$ cat src/rtl/prog1_pkg.sv
// Shared types, defaults and the SECDED encode function
// for program 1 (Hamming encode).
package prog1_pkg;

  typedef enum logic [2:0] {
    IDLE,
    RD_LO,
    RD_HI,
    WR_LO,
    WR_HI,
    DONE
  } p1_state_t;

  localparam int NUM_MSG  = 15;
  localparam int SRC_BASE = 0;
  localparam int DST_BASE = 30;

  function automatic logic [15:0] hamming16(
    input logic [11:1] d
  );
    logic p8;
    logic p4;
    logic p2;
    logic p1;
    logic p0;
    p8 = ^d[11:5];
    p4 = (^d[11:8]) ^ (^d[4:2]);
    p2 = d[11] ^ d[10] ^ d[7] ^ d[6]
       ^ d[4] ^ d[3] ^ d[1];
    p1 = d[11] ^ d[9] ^ d[7] ^ d[5]
       ^ d[4] ^ d[2] ^ d[1];
    // p0 covers every other codeword bit
    p0 = (^d) ^ p8 ^ p4 ^ p2 ^ p1;
    return {d[11:5], p8, d[4:2], p4,
            d[1], p2, p1, p0};
  endfunction

endpackage

$ cat src/rtl/hamming_enc16.sv
// Combinational 11-bit message to 16-bit SECDED codeword.
// Kept separate so the decode work can reuse it.
module hamming_enc16
  import prog1_pkg::*;
(
  input  logic [10:0] d,
  output logic [15:0] cw
);

  assign cw = hamming16(d);

endmodule

$ cat src/rtl/hamming_enc_ctrl.sv
// Program 1 sequencer: reads 15 messages, writes their
// SECDED codewords back, then holds done.
module hamming_enc_ctrl #(
  parameter int NUM_MSG  = prog1_pkg::NUM_MSG,
  parameter int SRC_BASE = prog1_pkg::SRC_BASE,
  parameter int DST_BASE = prog1_pkg::DST_BASE,
  parameter int AW       = 8
) (
  input  logic          clk,
  input  logic          reset,
  input  logic          req,
  output logic          done,
  output logic          busy,
  output logic [AW-1:0] dm_addr,
  output logic          dm_we,
  output logic [7:0]    dm_wdata,
  input  logic [7:0]    dm_rdata
);

  import prog1_pkg::*;

  localparam int IW =
    (NUM_MSG > 1) ? $clog2(NUM_MSG) : 1;

  p1_state_t     state;
  p1_state_t     state_n;
  logic [IW-1:0] idx;
  logic [IW-1:0] idx_n;
  logic [7:0]    lo_reg;
  logic [2:0]    hi_reg;
  logic [15:0]   cw;
  logic [AW-1:0] off;
  logic [AW-1:0] src_a;
  logic [AW-1:0] dst_a;
  logic          last;

  // Each message occupies a byte pair
  assign off   = AW'({idx, 1'b0});
  assign src_a = AW'(SRC_BASE) + off;
  assign dst_a = AW'(DST_BASE) + off;
  assign last  = (idx == IW'(NUM_MSG - 1));

  hamming_enc16 u_enc (
    .d  ({hi_reg, lo_reg}),
    .cw (cw)
  );

  always_ff @(posedge clk or posedge reset) begin
    if (reset) begin
      state <= IDLE;
      idx   <= '0;
    end else begin
      state <= state_n;
      idx   <= idx_n;
    end
  end

  always_ff @(posedge clk or posedge reset) begin
    if (reset) begin
      lo_reg <= '0;
      hi_reg <= '0;
    end else begin
      if (state == RD_LO)
        lo_reg <= dm_rdata;
      if (state == RD_HI)
        hi_reg <= dm_rdata[2:0];
    end
  end

  always_comb begin
    state_n  = state;
    idx_n    = idx;
    done     = 1'b0;
    busy     = 1'b0;
    dm_we    = 1'b0;
    dm_addr  = '0;
    dm_wdata = '0;
    unique case (state)
      IDLE: begin
        if (req) begin
          idx_n   = '0;
          state_n = RD_LO;
        end
      end
      RD_LO: begin
        busy    = 1'b1;
        dm_addr = src_a;
        state_n = RD_HI;
      end
      RD_HI: begin
        busy    = 1'b1;
        dm_addr = src_a + AW'(1);
        state_n = WR_LO;
      end
      WR_LO: begin
        busy     = 1'b1;
        dm_we    = 1'b1;
        dm_addr  = dst_a;
        dm_wdata = cw[7:0];
        state_n  = WR_HI;
      end
      WR_HI: begin
        busy     = 1'b1;
        dm_we    = 1'b1;
        dm_addr  = dst_a + AW'(1);
        dm_wdata = cw[15:8];
        if (last) begin
          state_n = DONE;
        end else begin
          idx_n   = idx + 1'b1;
          state_n = RD_LO;
        end
      end
      DONE: begin
        done = 1'b1;
        if (req) begin
          idx_n   = '0;
          state_n = RD_LO;
        end
      end
      default: state_n = IDLE;
    endcase
  end

endmodule

$ cat config.mk
export PLATFORM = sky130hd
export DESIGN_NAME = hamming_enc_ctrl
export DESIGN_NICKNAME = d
export VERILOG_FILES = /design/src/rtl/prog1_pkg.sv /design/src/rtl/hamming_enc16.sv /design/src/rtl/hamming_enc_ctrl.sv
export SDC_FILE = /design/constraint.sdc
export NUM_CORES = 1
export LEC_CHECK = 0
export CAP_MARGIN = 10
export CORE_MARGIN = 3
export CORE_UTILIZATION = 36
export DETAILED_ROUTE_END_ITERATION = 7
export GPL_TIMING_DRIVEN = 1
export PLACE_DENSITY_LB_ADDON = 0.2
export SKIP_LAST_GASP = 1
export SYNTH_ARGS = -nofsm -noshare
export SYNTH_HDL_FRONTEND = slang
export SYNTH_SLANG_ARGS = --single-unit
$ cat constraint.sdc
create_clock -name clk -period 2.24 [get_ports clk]
set_clock_uncertainty 0.2 [all_clocks]
set_input_delay 0.224 -clock clk [delete_from_list [all_inputs] [get_ports clk]]
set_output_delay 0.224 -clock clk [all_outputs]
set_load 0.02 [all_outputs]
# Word level (Yosys, flattened, before mapping)
# Cells that the tools add are included.
# word_totals
ff_bits,18
input_bits,11
output_inout_bits,19
elab_cells,54
# op_classes
add_sub_neg,4
eq_ne,8
mux,11
bitwise_logic,17
reduce_logical,10
# op_table
cell,count
$pmux 7 s4,1
$xor 1x1->1,17
$pmux 8 s2,1
$pmux 3 s5,1
$reduce_xor 11->1,1
$mux 4,2
$pmux 4 s2,1
$add 6x1->7 const B,1
$reduce_xor 7->1,1
$add 5x1->6 const B,1
$add 5x5->6 const A,1
$eq 3x2->1 const B,2
$eq 3x3->1 const B,2
$mux 3,2
$add 4x1->4 const B,1
$eq 4x4->1 const B,1
$reduce_or 2->1,2
$reduce_or 4->1,1
$reduce_xor 4->1,1
$eq 3x1->1 const B,1
$logic_not 3->1,1
$mux 1,3
$reduce_and 3->1,1
$reduce_xor 3->1,1
3 further kinds,3

# Logic depth before layout (Yosys ltp)
# logic_depth
depth_word,9
mapped_depth,7
depth_no_buf,6

# Cells and area by module
# From an unflattened synthesis, not the netlist that was laid out.
# hier_totals
hier_cells,130
hier_area_um2,1315.0
# modules_own_cells
mod,instances,cells_per_inst,area_per_inst_um2,seq_area_each_um2
hamming_enc_ctrl,1,101,1046.0,450.4
hamming_enc16,1,29,269.0,0.0

# Worst setup path before layout
# No wires, ideal clock.
# synth_timing
kind,register to output
startpoint,reg hi_reg[1]
endpoint,out dm_wdata[0]
arrival_ns,1.716
required_time_ns,1.816
path_slack_ns,0.100
path_stages_with_launch,5
n_path_buf,0
cell_sequence,dfrtp_1 -> xnor2_1 -> xnor3_2 -> xnor3_1 -> o22ai_1
# synth_via
elab_chain_len,9
elab_cells_between_ends,15
classes_between,mux (1); bitwise (11); reduce/logical (3)
# synth_rtl
element,line,rtl
"start, declared",hamming_enc_ctrl.sv:30,logic [2:0] hi_reg;
"start signal, assigned",hamming_enc_ctrl.sv:66,hi_reg <= dm_rdata[2:0];
$xor 1x1->1 (3 in series),prog1_pkg.sv:28,p2 = d[11] ^ d[10] ^ d[7] ^ d[6]
$xor 1x1->1 (3 in series),prog1_pkg.sv:29,^ d[4] ^ d[3] ^ d[1];
$xor 1x1->1 (2 in series),prog1_pkg.sv:33,p0 = (^d) ^ p8 ^ p4 ^ p2 ^ p1;
$pmux 8 s2 (*),hamming_enc_ctrl.sv:78,unique case (state)
"end, declared",hamming_enc_ctrl.sv:16,"output logic [7:0] dm_wdata,"
# Mark *: on every way between the ends. The rest lies on a longest branch, timed or not.

# Worst setup path after layout
# layout_timing
startpoint,reg lo_reg[2]
endpoint,out dm_wdata[0]
# layout_via
elab_chain_len,6
elab_cells_between_ends,10
classes_between,mux (1); bitwise (7); reduce/logical (2)
# layout_rtl
element,line,rtl
"start, declared",hamming_enc_ctrl.sv:29,logic [7:0] lo_reg;
"start signal, assigned",hamming_enc_ctrl.sv:64,lo_reg <= dm_rdata;
$reduce_xor 11->1 / $reduce_xor 3->1 (equally long branches),"prog1_pkg.sv:33, prog1_pkg.sv:27",
"$xor 1x1->1, on equally long branches","prog1_pkg.sv:33, prog1_pkg.sv:27",
$xor 1x1->1,prog1_pkg.sv:33,
$xor 1x1->1 (*) (2 in series),prog1_pkg.sv:33,
$pmux 8 s2 (*),hamming_enc_ctrl.sv:78,
# Marked as above.

==> impl_metrics.toml <==
[clock_network]
cts_buffers = 3
cts_root_buf = "clkbuf_4"
insertion_delay_ns = 0.30
htreeDepth = 1
path_clk_slew_ns = 0.11
tritoncts = "built"
clock-sinks = 18
clockBufferDepth = 2

[grt]
grt.total_usage_pct = 16.0
grt_pass1_vias = 1125
grt_pass1_wl_um = 5250
grt_max_degree = 19
antenna_found_initial = 0
grt-ovfl-total = 0

[critical_path]
worstSetupPathType = "flop to primary output"
required_ns = 1.82
critPathArrivalTime_ns = 2.02
end_kind = "primary output"
cp-start-kind = "flop"
crit_slowest_cell = "dfrtp_1"
max_stage_delay_ns = 0.42
cp_cell_sequence = "xnor2_2 > xnor3_2 > xnor3_1 > o22ai_1 > buf_4"
path_max_fanout = 2

[layout]
largest_register_ffs = 8
fin_area_um2 = 1820
drive_gt1_share_pct = 34.8
multi_input_area_um2 = 820
seq_area_um2 = 453
num-fill-cells = 325
antenna_cells = 0
nNetsFinal = 193
areaGrowthSynthToFinish_pct = 42.7

[die]
core_um2 = 3200
die_x_um = 65.5
dieArea_um2 = 4300
dieHeight_um = 65.5
pin_count = 30
start_util_pct = 39.8
row_count = 20

[sta]
worstMarginPinSlew_ns = 0.739
slew_headroom_pct = 50.7
fmaxAchievable_mhz = 410
finalSetupViolCount = 4
fin_ws_ns = -0.200
finalHoldViolations = 0
finalCritPeriodShare_pct = 109
rsz0062_at_grt = "yes"
post-route-min-period_ns = 2.44
final_max_slew_viol_count = 0

[synth]
yosys.area_share.simple_pct = 14.2
synth_area_um2 = 1280
yosys_warnings = 0
synth_seq_cells = 18
async_flop_share_pct = 100
synth_area_per_cell_um2 = 10.1
synth_compound_area_share_pct = 13.8
synth_top_flop_cell = "dfrtp_1"
synthCells = 126
ys_seq_area_share_pct = 35.3
synth_edf_count = 0
synth_top_family_by_area = "XOR/XNOR gates"
synth_fa_ha_area_share_pct = 2.94
synth_xor_area_share_pct = 17.3
synth_cell_types = 40
synth.area.mux_share_pct = 10.6

[routing]
drtAntennaViolNets = 0
drt_iter0_drc = 34
first_pass_iters = 4
finalWirelength_um = 3180
avgViaCountPerCell = 4.92
drc = 0
vias = 1093
post_drt_wl_per_cell_um = 14.3

[place]
pre_cts_slack_ns = -0.310
hpwl_um = 2400
io_buffers = 27
gp_congestion = 0.866
dpl_cell_area_um2 = 1760

[worst_hold_path]
hold_path_class = "input port to asynchronous set/reset pin"

[run]
cap_violations = 0

[outcome]
status = "finished, violations left"
violations = "setup timing"
## final timing paths
check                            start     endpoint  slack, ns  depth (start not counted)
max in group asynchronous        reset     state[0]       1.20                          2
min in group clk           dm_rdata[6]    lo_reg[6]       0.32                          2
hold reg to reg              lo_reg[7]    lo_reg[7]       0.35                          1
setup reg to reg                idx[0]       idx[2]       0.30                          7
hold / removal                   reset       idx[2]       0.14                          2
setup / recovery             lo_reg[2]  dm_wdata[0]      -0.20                          5
## worst max-delay path, delay by kind of cell (launching register included)
family / cells / cell delay [ns]
buffers and inverters: 1 / 0.16
AO/OA/AOI/OAI: 1 / 0.16
XOR/XNOR: 3 / 0.98
flip-flops: 1 / 0.42
## repair_timing
action / in CTS / in global routing
setup buffers: 1 / 1
pin swaps: 3 / 1
setup endpoints to repair: 17 / 14
resized for setup: 39 / 28
gates cloned: 0 / 0
endpoints found under the hold margin: 0 / 0
hold buffers: 0 / 0
## cells in the mapped netlist, types with 2 or more instances
cell type	n	area, um^2
buf_2	3	15.0
inv_1	5	18.8
xnor2_1	10	87.6
nor2_1	6	22.5
nand3_1	6	30.0
xnor3_1	3	67.6
inv_2	2	7.51
nor4_1	2	12.5
clkbuf_1	4	15.0
o21ai_1	8	40.0
mux2_1	11	124
o21ai_0	2	10.0
nand2_1	5	18.8
o22ai_1	3	18.8
xnor2_2	2	32.5
nand2b_1	2	12.5
nor3_1	2	10.0
buf_4	2	15.0
a22o_1	6	52.6
a21oi_1	3	15.0
ha_1	3	37.5
dfrtp_1	18	450
## cells in the final DEF (no fill, tap or decap), types with 3 or more instances in the layout
cell type        synthesis  final
a21oi_1                  3      3
a22o_1                   6      6
buf_4                    2     31
clkbuf_2                 0      9
clkbuf_4                 0      3
clkdlybuf4s50_1          0     10
dfrtp_1                 18     16
dlygate4sd2_1            0      3
ha_1                     3      3
inv_1                    5      5
mux2_1                  11     11
nand2_1                  5      5
nand3_1                  6      6
nor2_1                   6      4
o21ai_1                  8      8
o22ai_1                  3      3
xnor2_1                 10      8
xnor3_1                  3      3
## stage by stage
stage | instances | utilization (%) | hold slack [ns] | setup TNS (ns)
final | 222 | 56.9 | 0.140 | -0.257
after global routing | 222 | 56.9 | 0.220 | -0.667
after CTS | 221 | 56.1 | 0.149 | -0.337
after detailed placement | 216 | 55.0 | 0.335 | -0.529
after global placement | 216 | 55.0 | 0.319 | -0.481
after floorplan | 127 | - | -0.0374 | 0
## layer usage
metal / share of wire [%] / GRT usage, % / vias to the layer above / wire length (um)
met3: 4.1 / 2.22 / 2 / 130
met2: 53 / 30.0 / 24 / 1680
met1: 43 / 18.5 / 522 / 1350
met4: 0.41 / 5.18 / 0 / 13
li1: - / - / 545 / -
met5: 0 / 0 / - / 0
## kinds of logic after synthesis
family,after synthesis
AND/OR/NAND/NOR,32
AO/OA/AOI/OAI,27
flip-flops,18
XOR/XNOR,17
buffers and inverters,16
multiplexers,12
adder cells (fa/ha/maj),3
other,1
## cell type report
cell class	instances	share of cell area (%)
inverters	7	1.44
flip-flops and latches	18	24.9
multi-input cells	93	45.0
repair buffers	56	23.7
well taps	44	3.02
clock buffers	4	1.99
Power is not shown: default switching activity piles up to over one toggle a cycle in this logic, so the estimate is an artifact.
